$ cat src/rtl/chaos_key_loader.sv
// Assembles a framed 96-bit key (header, 12 key bytes, XOR checksum) from UART bytes and commits it at a pipeline safe point.
// Optional CHAOS_KEY_LOCK_EN: after the first commit, any further frame header is rejected until reset.
module chaos_key_loader #(
  parameter logic [7:0]  HEADER         = 8'hA5,
  parameter int unsigned TIMEOUT_CYCLES = 100000,
  parameter logic [95:0] RESET_KEY      = 96'h0
) (
  input  logic        clk,
  input  logic        Rst,
  input  logic [7:0]  rx_data,
  input  logic        rx_valid,
  input  logic        commit_ok,
  output logic [95:0] key,
  output logic        key_valid,
  output logic        busy,
  output logic        frame_ok,
  output logic        frame_err,
  output logic [1:0]  err_code
);

  localparam int TW = $clog2(TIMEOUT_CYCLES + 1);

  typedef enum logic [1:0] {IDLE, KEY, CHK, COMMIT} state_t;

  state_t        state, state_nx;
  logic [95:0]   shadow, shadow_nx;
  logic [95:0]   key_nx;
  logic [3:0]    cnt, cnt_nx;
  logic [7:0]    csum, csum_nx;
  logic [TW-1:0] timer, timer_nx;
  logic          key_valid_nx, frame_ok_nx, frame_err_nx;
  logic [1:0]    err_code_nx;
  logic          timeout;
  logic          header_blocked;
  logic          commit_now;

`ifdef CHAOS_KEY_LOCK_EN
  logic locked;

  always_ff @(posedge clk or posedge Rst) begin
    if (Rst) begin
      locked <= 1'b0;
    end else if (commit_now) begin
      locked <= 1'b1;
    end
  end

  assign header_blocked = locked;
`else
  assign header_blocked = 1'b0;
`endif

  // The last silent cycle before the limit; the timer is cleared by every byte.
  assign timeout    = (timer == TW'(TIMEOUT_CYCLES - 1));
  assign commit_now = (state == COMMIT) && commit_ok;
  assign busy       = (state != IDLE);

  always_ff @(posedge clk or posedge Rst) begin
    if (Rst) begin
      state     <= IDLE;
      shadow    <= '0;
      cnt       <= '0;
      csum      <= '0;
      timer     <= '0;
      key       <= RESET_KEY;
      key_valid <= 1'b0;
      frame_ok  <= 1'b0;
      frame_err <= 1'b0;
      err_code  <= 2'b00;
    end else begin
      state     <= state_nx;
      shadow    <= shadow_nx;
      cnt       <= cnt_nx;
      csum      <= csum_nx;
      timer     <= timer_nx;
      key       <= key_nx;
      key_valid <= key_valid_nx;
      frame_ok  <= frame_ok_nx;
      frame_err <= frame_err_nx;
      err_code  <= err_code_nx;
    end
  end

  always_comb begin
    state_nx     = state;
    shadow_nx    = shadow;
    cnt_nx       = cnt;
    csum_nx      = csum;
    timer_nx     = timer;
    key_nx       = key;
    key_valid_nx = key_valid;
    frame_ok_nx  = 1'b0;
    frame_err_nx = 1'b0;
    err_code_nx  = err_code;

    case (state)
      IDLE: begin
        if (rx_valid && rx_data == HEADER) begin
          if (header_blocked) begin
            frame_err_nx = 1'b1;
            err_code_nx  = 2'b11;
          end else begin
            state_nx  = KEY;
            shadow_nx = '0;
            cnt_nx    = '0;
            csum_nx   = '0;
            timer_nx  = '0;
          end
        end
      end

      KEY: begin
        if (rx_valid) begin
          shadow_nx[95 - 8*cnt -: 8] = rx_data;
          csum_nx  = csum ^ rx_data;
          timer_nx = '0;
          if (cnt == 4'd11) begin
            state_nx = CHK;
          end else begin
            cnt_nx = cnt + 4'd1;
          end
        end else if (timeout) begin
          state_nx     = IDLE;
          frame_err_nx = 1'b1;
          err_code_nx  = 2'b10;
        end else begin
          timer_nx = timer + 1'b1;
        end
      end

      CHK: begin
        if (rx_valid) begin
          timer_nx = '0;
          if (rx_data == csum) begin
            state_nx = COMMIT;
          end else begin
            state_nx     = IDLE;
            frame_err_nx = 1'b1;
            err_code_nx  = 2'b01;
          end
        end else if (timeout) begin
          state_nx     = IDLE;
          frame_err_nx = 1'b1;
          err_code_nx  = 2'b10;
        end else begin
          timer_nx = timer + 1'b1;
        end
      end

      COMMIT: begin
        if (commit_ok) begin
          key_nx       = shadow;
          key_valid_nx = 1'b1;
          frame_ok_nx  = 1'b1;
          state_nx     = IDLE;
        end
      end

      default: state_nx = IDLE;
    endcase
  end

endmodule

$ cat config.mk
export PLATFORM = sky130hd
export DESIGN_NAME = chaos_key_loader
export DESIGN_NICKNAME = d
export VERILOG_FILES = /design/src/rtl/chaos_key_loader.sv
export SDC_FILE = /design/constraint.sdc
export NUM_CORES = 1
export LEC_CHECK = 0
export ABC_AREA = 1
export BUFFER_PORTS_ARGS = -buffer_cell sky130_fd_sc_hd__buf_2
export CAP_MARGIN = 40
export CORE_MARGIN = 1.5
export CORE_UTILIZATION = 40
export DETAILED_ROUTE_END_ITERATION = 8
export MAX_ROUTING_LAYER = met4
export PLACE_DENSITY = 0.68
export RECOVER_POWER = 50
export SLEW_MARGIN = 20
export SYNTH_ARGS = -nofsm -noshare
export SYNTH_HDL_FRONTEND = slang
export SYNTH_SLANG_ARGS = --single-unit
$ cat constraint.sdc
create_clock -name clk -period 8.5 [get_ports clk]
set_input_delay 1.7 -clock clk [delete_from_list [all_inputs] [get_ports clk]]
set_output_delay 1.7 -clock clk [all_outputs]
set_load 0.05 [all_outputs]
==> results of run 1 <==
-- registers in the layout, indices dropped and copies added, names as in the netlist --
register,cells
key,96
shadow,96
timer,17
csum,8
cnt,4
err_code,2
state,2
frame_err,1
frame_ok,1
key_valid,1
-- critical path: cells and delay by family --
| kind | cells | cell delay (ns) |
|---|---|---|
| buffers and inverters | 4 | 4.10 |
-- final timing paths --
path / start / end / slack (ns) / depth (start not counted)
max: Rst / key[23]$_DFFE_PP0P_ / 3.31 / 4
min: key_valid$_DFFE_PP0P_ / key_valid$_DFFE_PP0P_ / 0.46 / 1
max reg2reg: state[0]$_DFFE_PP0P_ / key[92]$_DFFE_PP0P_ / 4.12 / 6
min reg2reg: key_valid$_DFFE_PP0P_ / key_valid$_DFFE_PP0P_ / 0.46 / 1
max in group clk: commit_ok / key[92]$_DFFE_PP0P_ / 3.47 / 6
min in group asynchronous: Rst / key[74]$_DFFE_PP0P_ / 2.53 / 2
-- per-layer routing --
metal  GRT usage [%]  part of all wire, %  up-vias
met5               -                    0        -
met4            3.87                  1.2        0
met3            2.49                  4.6       28
met2            31.4                   48      191
met1            27.2                   46     3857
li1                -                    -     3966
-- layout make-up --
type                       count  area, sq um  area share (%)
clock buffer                  38          744            6.46
clock inverter                 4         70.1           0.608
inverter                      67          253            2.19
multi-input combinational    858         3730            32.3
sequential                   228         5710            49.5
tap                          324          405            3.52
timing repair buffer         120          626            5.43
-- synth_stat cells (6+ instances only) --
master | n | area (sq um)
nor2_1 | 29 | 109
dfrtp_1 | 228 | 5710
o21ai_0 | 31 | 155
nor3_1 | 17 | 85.1
xor2_1 | 6 | 52.6
ha_1 | 9 | 113
inv_1 | 55 | 206
clkbuf_1 | 26 | 97.6
nand2_1 | 650 | 2440
a21oi_1 | 8 | 40.0
nand4_1 | 52 | 325
nand3_1 | 20 | 100
o31ai_1 | 7 | 52.6
clkinv_1 | 7 | 26.3
-- power breakdown --
part / internal, W / switching [W]
logic: 0.000185 / 0.000765
registers: 0.00119 / 0.0000662
clock network: 0.000657 / 0.000408
-- through the flow --
stage	setup slack, ns	hold slack (ns)	utilization, %	cell area, sq um
2_1_floorplan	0.552	0.442	-	9870
3_3_place_gp	4.70	0.447	44.1	10700
3_5_place_dp	4.59	0.453	44.4	10800
4_1_cts	5.11	0.469	47.7	11600
5_1_grt	2.42	0.473	47.5	11500
6_report	3.31	0.461	47.5	11500
-- logic make-up after synthesis --
group / synth area share [%]
buffers and inverters: 4.40
DFF: 57.8
adders and majority gates: 1.14
AOI/OAI and AO/OA: 3.18
xor gates and xnor gates: 0.621
and+or+nand+nor: 32.9
==> flow_summary.json, run 1 <==
{
  "finalWeightedCongestion": 0.891,
  "layout_commonest_cell": "nand2_1",
  "dp.cells": 1596,
  "ys_seq_elements": 228,
  "ctsHtreeMaxLevel": 1,
  "status": "complete, but fails checks",
  "ys_types": 34,
  "setup-violations-final": 0,
  "rows": 57,
  "cts_hold_buf": 0,
  "path_cells": "buf_2 > clkinvlp_2 > clkbuf_1 > buf_16",
  "endpoint_kind": "async pin",
  "rsz0062_at_grt": "no",
  "ant_nets": 0,
  "grt_start_max_net_pins": 103,
  "cp.required_ns": 9.18,
  "antennaDiodeCount": 0,
  "critPathMaxStageDelay_ns": 2.46,
  "cts_buffer_depth": 3,
  "vdd_drop_max_uv": 167,
  "drcViolationCount": 0,
  "crit_arrival_ns": 5.86,
  "post_cts_resized": 0,
  "layout_common_cells": "650 x nand2_1, 228 x dfrtp_1, 109 x buf_2",
  "root_buffer": "clkbuf_16",
  "violations": "capacitance limit, slew limit",
  "max_slew.worst_pin.slew_ns": 4.47,
  "first_pass_iters": 5,
  "p_leak_nw": 6.48,
  "criticalPathCategory": "input pin to async pin",
  "period_share_pct": 61.0,
  "drive_above_1_share_pct": 13.1,
  "cts_setup_buffers": 0,
  "critPathMaxFanout": 102,
  "cap_violations": 4,
  "die_h_um": 160,
  "clkLatencyLatePin_ns": 0.51,
  "synth_edf_count": 0,
  "async_reset_ff_share_pct": 100,
  "final_hold_viol_count": 0,
  "slew_viol_final": 281,
  "synth_cells": 1193,
  "port_buffers": 113,
  "ys.warnings.count": 0,
  "numCtsBuffers": 24,
  "synthFlopType": "dfrtp_1",
  "relSlewSlack_pct": -200,
  "fin_skew_ns": 0.0117,
  "first_iter_violations": 588,
  "start_util_pct": 40.7,
  "syn_nets": 1214,
  "ioPinCount": 114,
  "viasPerCell": 4.91,
  "core_sq_mm": 0.0242,
  "grtUsageTotal_pct": 19.7,
  "grt_pass1_vias": 7786,
  "area_delta_synth_final_pct": 16.8,
  "power_w": 0.00327,
  "yosysSeqAreaShare_pct": 57.8,
  "dieWidth_um": 160,
  "fin_tns_setup_ns": 0,
  "routedWlPerCell_um": 14.6,
  "hold_class": "register to register",
  "num_vias": 8042,
  "fin_nets": 1320,
  "cts_tree": "done",
  "dieArea_sq_mm": 0.0256,
  "clock_sinks": 228,
  "powerDensity_mw_per_mm2": 283,
  "max_freq_ghz": 0.193,
  "place_hpwl_mm": 15.7,
  "antenna_found_initial": 0,
  "startpoint_type": "input pin",
  "overflow": 0,
  "final.min_clock_period_ns": 5.19,
  "stdcell_count": 1639,
  "syn_avg_cell_area_sq_um": 8.27,
  "grt_pass1_wl_mm": 40.3,
  "cts.clk_slew.worst_paths_ns": 0.06,
  "synth.cell_area_sq_mm": 0.00987,
  "crit_slowest_cell": "clkinvlp_2",
  "fillers": 2338,
  "wl_mm": 23.9
}
Note: power is estimated with default switching activity, not from simulation.
==> run 2: changes to the inputs <==
- clock period: 8.5 -> 5.3 ns (I/O delays scaled with it)
==> run 2 against run 1 <==
Net effect: final cell count rose by 0.24%; clock skew barely moved; the run still ends with capacitance limit, slew limit left; largest cell class unchanged; flip-flop and latch count did not move; utilization rose by 0.18 points.
==> flow_summary.json, run 2 (synthesized netlist as in run 1, its figures left out) <==
{
  "p_leak_nw": 6.52,
  "fin_nets": 1322,
  "grtUsageTotal_pct": 19.4,
  "violations": "capacitance limit, slew limit",
  "dieWidth_um": 160,
  "grt_pass1_vias": 7672,
  "ctsHtreeMaxLevel": 1,
  "cts_hold_buf": 0,
  "setup-violations-final": 0,
  "hold_class": "register to register",
  "cp.required_ns": 5.71,
  "placed_area_sq_mm": 0.0108,
  "max_freq_ghz": 0.319,
  "first_iter_violations": 774,
  "slew_viol_final": 42,
  "layout_common_cells": "649 x nand2_1, 228 x dfrtp_1, 112 x buf_2",
  "cts_tree": "done",
  "drcViolationCount": 0,
  "antennaDiodeCount": 0,
  "first_pass_iters": 5,
  "cap_violations": 1,
  "overflow": 0,
  "relSlewSlack_pct": -57.2,
  "fin_skew_ns": 0.0116,
  "viasPerCell": 4.97,
  "numCtsBuffers": 25,
  "clkLatencyLatePin_ns": 0.52,
  "ant_nets": 0,
  "dieArea_sq_mm": 0.0256,
  "crit_arrival_ns": 3.54,
  "drive_above_1_share_pct": 13.9,
  "clock_sinks": 228,
  "area_delta_synth_final_pct": 17.3,
  "root_buffer": "clkbuf_16",
  "die_h_um": 160,
  "power_w": 0.00526,
  "status": "complete, but fails checks",
  "setup_slack_ns": 2.17,
  "cts_setup_buffers": 0,
  "fin_tns_setup_ns": 0,
  "cts_buffer_depth": 3,
  "powerDensity_mw_per_mm2": 455,
  "place_hpwl_mm": 15.7,
  "wl_mm": 24.0,
  "grt_start_max_net_pins": 149,
  "endpoint_kind": "register",
  "routedWlPerCell_um": 14.6,
  "critPathMaxFanout": 29,
  "stdcell_count": 1643,
  "final.min_clock_period_ns": 3.13,
  "startpoint_type": "register",
  "vdd_drop_max_uv": 266,
  "period_share_pct": 59.1,
  "finalWeightedCongestion": 0.882,
  "num_vias": 8170,
  "start_util_pct": 40.7,
  "rows": 57,
  "dp.cells": 1597,
  "grt_pass1_wl_mm": 39.6,
  "place_ws_ns": 2.05,
  "cts.clk_slew.worst_paths_ns": 0.06,
  "max_slew.worst_pin.slew_ns": 2.36,
  "finalInstanceArea_sq_mm": 0.0116,
  "rsz0062_at_grt": "no",
  "ioPinCount": 114,
  "final_hold_viol_count": 0,
  "port_buffers": 113,
  "core_sq_mm": 0.0242,
  "layout_commonest_cell": "nand2_1",
  "criticalPathCategory": "register to register",
  "top_regs": "key: 96 flops, shadow: 96 flops, timer: 17 flops",
  "post_cts_resized": 0,
  "antenna_found_initial": 0
}
[run 2: final timing paths]
| kind | from | to | slack, ns | cells after the start |
|---|---|---|---|---|
| max in group asynchronous | Rst | key[50]$_DFFE_PP0P_ | 2.44 | 3 |
| worst max register to register | state[1]$_DFFE_PP0P_ | shadow[0]$_DFFE_PP0P_ | 2.17 | 11 |
| worst min register to register | key[48]$_DFFE_PP0P_ | key[48]$_DFFE_PP0P_ | 0.47 | 2 |
| worst max-delay path | state[1]$_DFFE_PP0P_ | shadow[0]$_DFFE_PP0P_ | 2.17 | 11 |
| min in group asynchronous | Rst | key[74]$_DFFE_PP0P_ | 0.80 | 3 |
| worst min-delay path | key[48]$_DFFE_PP0P_ | key[48]$_DFFE_PP0P_ | 0.47 | 2 |
[run 2: worst max-delay path: stages, from the launching register on]
cell and delay, ns:
dfrtp_1 0.39, inv_1 0.09, ha_1 0.22, buf_8 0.17, inv_1 0.45, nor2_1 0.11
a21oi_1 0.25, nand2_4 0.27, inv_2 0.48, nand2_1 0.34, nand2_1 0.15, nand2_1 0.07
[run 2: through the flow]
| stage | util, % | hold slack (ns) |
|---|---|---|
| after global routing | 47.7 | 0.485 |
| after CTS | 47.7 | 0.473 |
| after global placement | 44.2 | 0.451 |
| final | 47.7 | 0.471 |
| after detailed placement | 44.4 | 0.452 |
| after floorplan | - | 0.442 |
[run 2: final cells by class]
type	instances	area, sq um
fill	2347	12700
sequential	228	5710
timing repair buffer	121	666
clock buffer	33	686
clock inverter	12	120
multi-input combinational	858	3740
tap	324	405
inverter	67	253
[run 2: metal layers]
layer	wire (um)	global-route usage, %	part of all wire (%)
met5	0	-	0
met4	641	5.61	2.7
met3	1270	2.70	5.3
met2	10900	30.2	46
met1	11200	26.4	46
[run 2: report_power, final]
group          internal [W]  switching, W
clock network       0.00101      0.000699
registers           0.00190      0.000104
logic              0.000306       0.00124
==> run 3: changes to the inputs <==
- ABC_AREA: 1 -> 0
- PLACE_DENSITY: 0.68 -> 0.69
- clock period: 5.3 -> 2.95 ns (I/O delays scaled with it)
==> run 3 against run 2 <==
Net effect: the flow now finishes without violations; synthesized cell count shrank 33%; non-clock buffer count is 21 higher; total power increased by 100%; setup slack lost 1.8 ns; critical endpoint is now shadow[72]$_DFFE_PP0P_.
==> flow_summary.json, run 3 <==
{
  "rsz0062_at_grt": "no",
  "grt_pass1_vias": 6303,
  "hold_class": "input pin to async pin",
  "num_vias": 6633,
  "cap_violations": 0,
  "finalWeightedCongestion": 0.880,
  "overflow": 0,
  "cts_tree": "done",
  "ys_types": 50,
  "stdcell_count": 1228,
  "crit_arrival_ns": 2.92,
  "grt_start_max_net_pins": 72,
  "dieWidth_um": 155,
  "fin_skew_ns": 0.00975,
  "first_pass_iters": 5,
  "start_util_pct": 40.8,
  "root_buffer": "clkbuf_16",
  "utilization_pct": 48.5,
  "synthFlopType": "dfrtp_1",
  "synth_edf_count": 0,
  "critPathMaxFanout": 16,
  "status": "finished clean",
  "ioPinCount": 114,
  "grtUsageTotal_pct": 18.8,
  "vdd_drop_max_uv": 750,
  "final.min_clock_period_ns": 2.56,
  "numCtsBuffers": 25,
  "layout_common_cells": "228 x dfrtp_1, 132 x o21ai_0, 96 x mux2_2",
  "relSlewSlack_pct": 1.86,
  "ant_nets": 0,
  "first_iter_violations": 444,
  "synthTopCellsByCount": "228 x dfrtp_1, 132 x o21ai_0, 96 x mux2_2, 96 x nand3_1, 64 x nand2_1",
  "syn_nets": 820,
  "drcViolationCount": 0,
  "top_regs": "key: 96 flops, shadow: 96 flops, timer: 17 flops",
  "whs_ns": 0.265,
  "clock_sinks": 228,
  "synth_cells": 799,
  "final_hold_viol_count": 0,
  "viasPerCell": 5.40,
  "core_sq_mm": 0.0226,
  "synth_most_common_cell": "dfrtp_1",
  "die_h_um": 155,
  "powerDensity_mw_per_mm2": 971,
  "clkLatencyLatePin_ns": 0.51,
  "yosysSeqAreaShare_pct": 61.7,
  "startpoint_type": "register",
  "ctsHtreeMaxLevel": 1,
  "layout_commonest_cell": "dfrtp_1",
  "cts_hold_buf": 0,
  "port_buffers": 113,
  "max_freq_ghz": 0.391,
  "async_reset_ff_share_pct": 100,
  "cts_setup_buffers": 0,
  "power_w": 0.0107,
  "routedWlPerCell_um": 17.6,
  "fin_nets": 946,
  "fin_tns_setup_ns": 0,
  "grt_pass1_wl_mm": 35.1,
  "p_leak_nw": 5.31,
  "dp.cells": 1183,
  "synth_area_leaders": "dfrtp_1 62%, mux2_2 12%, o21ai_0 7.1%",
  "setup-violations-final": 0,
  "synth_top_area_cell": "dfrtp_1",
  "rows": 55,
  "max_slew.worst_pin.slew_ns": 1.47,
  "wl_mm": 21.6,
  "antennaDiodeCount": 0,
  "ys.warnings.count": 0,
  "post_cts_resized": 0,
  "antenna_found_initial": 0,
  "period_share_pct": 86.8,
  "cts.clk_slew.worst_paths_ns": 0.06,
  "fillers": 2055,
  "synth.cell_area_sq_mm": 0.00924,
  "cts_buffer_depth": 3,
  "area_delta_synth_final_pct": 18.9,
  "dieArea_sq_mm": 0.0240,
  "ys_seq_elements": 228,
  "syn_avg_cell_area_sq_um": 11.6,
  "drive_above_1_share_pct": 25.6,
  "endpoint_kind": "register",
  "criticalPathCategory": "register to register",
  "place_hpwl_mm": 14.0,
  "synth_top_area_share_pct": 61.7,
  "slew_viol_final": 0,
  "cp.required_ns": 3.31
}
run 3: cell count changes after synthesis, sizes merged, moves of 6 or more:
cell	before	now
o21ai	38	140
nand4	52	6
buf	14	3
nand2b	0	6
clkinv	7	1
nor3	25	7
nand2	652	64
clkbuf	26	40
a31oi	0	6
nand3	21	97
nor2	32	18
mux2	0	96
inv	60	18
run 3: path summary, 6_finish.rpt:
path,to,from,slack [ns],cells after the start
max,shadow[72]$_DFFE_PP0P_,cnt[2]$_DFFE_PP0P_,0.39,6
min,shadow[56]$_DFFE_PP0P_,Rst,0.27,2
max reg2reg,shadow[72]$_DFFE_PP0P_,cnt[2]$_DFFE_PP0P_,0.39,6
min reg2reg,key_valid$_DFFE_PP0P_,key_valid$_DFFE_PP0P_,0.47,1
max in group asynchronous,key[47]$_DFFE_PP0P_,Rst,0.72,3
min in group clk,csum[5]$_DFFE_PP0P_,rx_data[5],0.39,3
run 3: layout make-up:
| type | instances | area (sq um) | share of cell area (%) |
|---|---|---|---|
| clock inverter | 12 | 121 | 1.10 |
| tap | 285 | 357 | 3.25 |
| sequential | 228 | 5710 | 51.9 |
| multi-input combinational | 509 | 3300 | 30.1 |
| clock buffer | 33 | 686 | 6.24 |
| timing repair buffer | 142 | 744 | 6.78 |
| inverter | 19 | 72.6 | 0.660 |
run 3: where the power goes:
group	internal (W)	leakage, nW	switching (W)	total (W)
Clock	0.00181	0.392	0.00123	0.00304
Combinational	0.000947	1.79	0.00251	0.00345
Sequential	0.00377	3.13	0.000398	0.00417
run 3: cell families after synthesis:
kind of cell             after synthesis  share of synthesized area (%)
AO/OA/AOI/OAI                        183                           10.8
XOR/XNOR                               2                          0.190
adder cells (fa/ha/maj)                9                           1.22
buffers and inverters                 62                           2.59
flip-flops                           228                           61.7
multiplexers                          97                           11.8
AND/OR/NAND/NOR                      218                           11.7
run 3: per-stage QoR:
| stage | area [sq um] | setup slack, ns |
|---|---|---|
| final | 11000 | 0.390 |
| after global routing | 11000 | 0.191 |
| after CTS | 11100 | 0.417 |
| after detailed placement | 10300 | 0.210 |
| after global placement | 10300 | 0.256 |
| after floorplan | 9250 | -0.620 |
run 3: critical path: stages (launching register included):
cell	delay (ns)
dfrtp_1	0.44
inv_1	0.09
ha_1	0.32
nor3b_1	0.70
nand3_1	0.52
nand3_1	0.23
o21ai_0	0.11
run 3: metal layers:
layer	GRT usage, %	vias up	part of all wire (%)
li1	-	3106	-
met1	27.2	3316	48
met2	28.6	178	46
met3	2.31	33	4.5
met4	4.21	0	1.6
met5	-	-	0
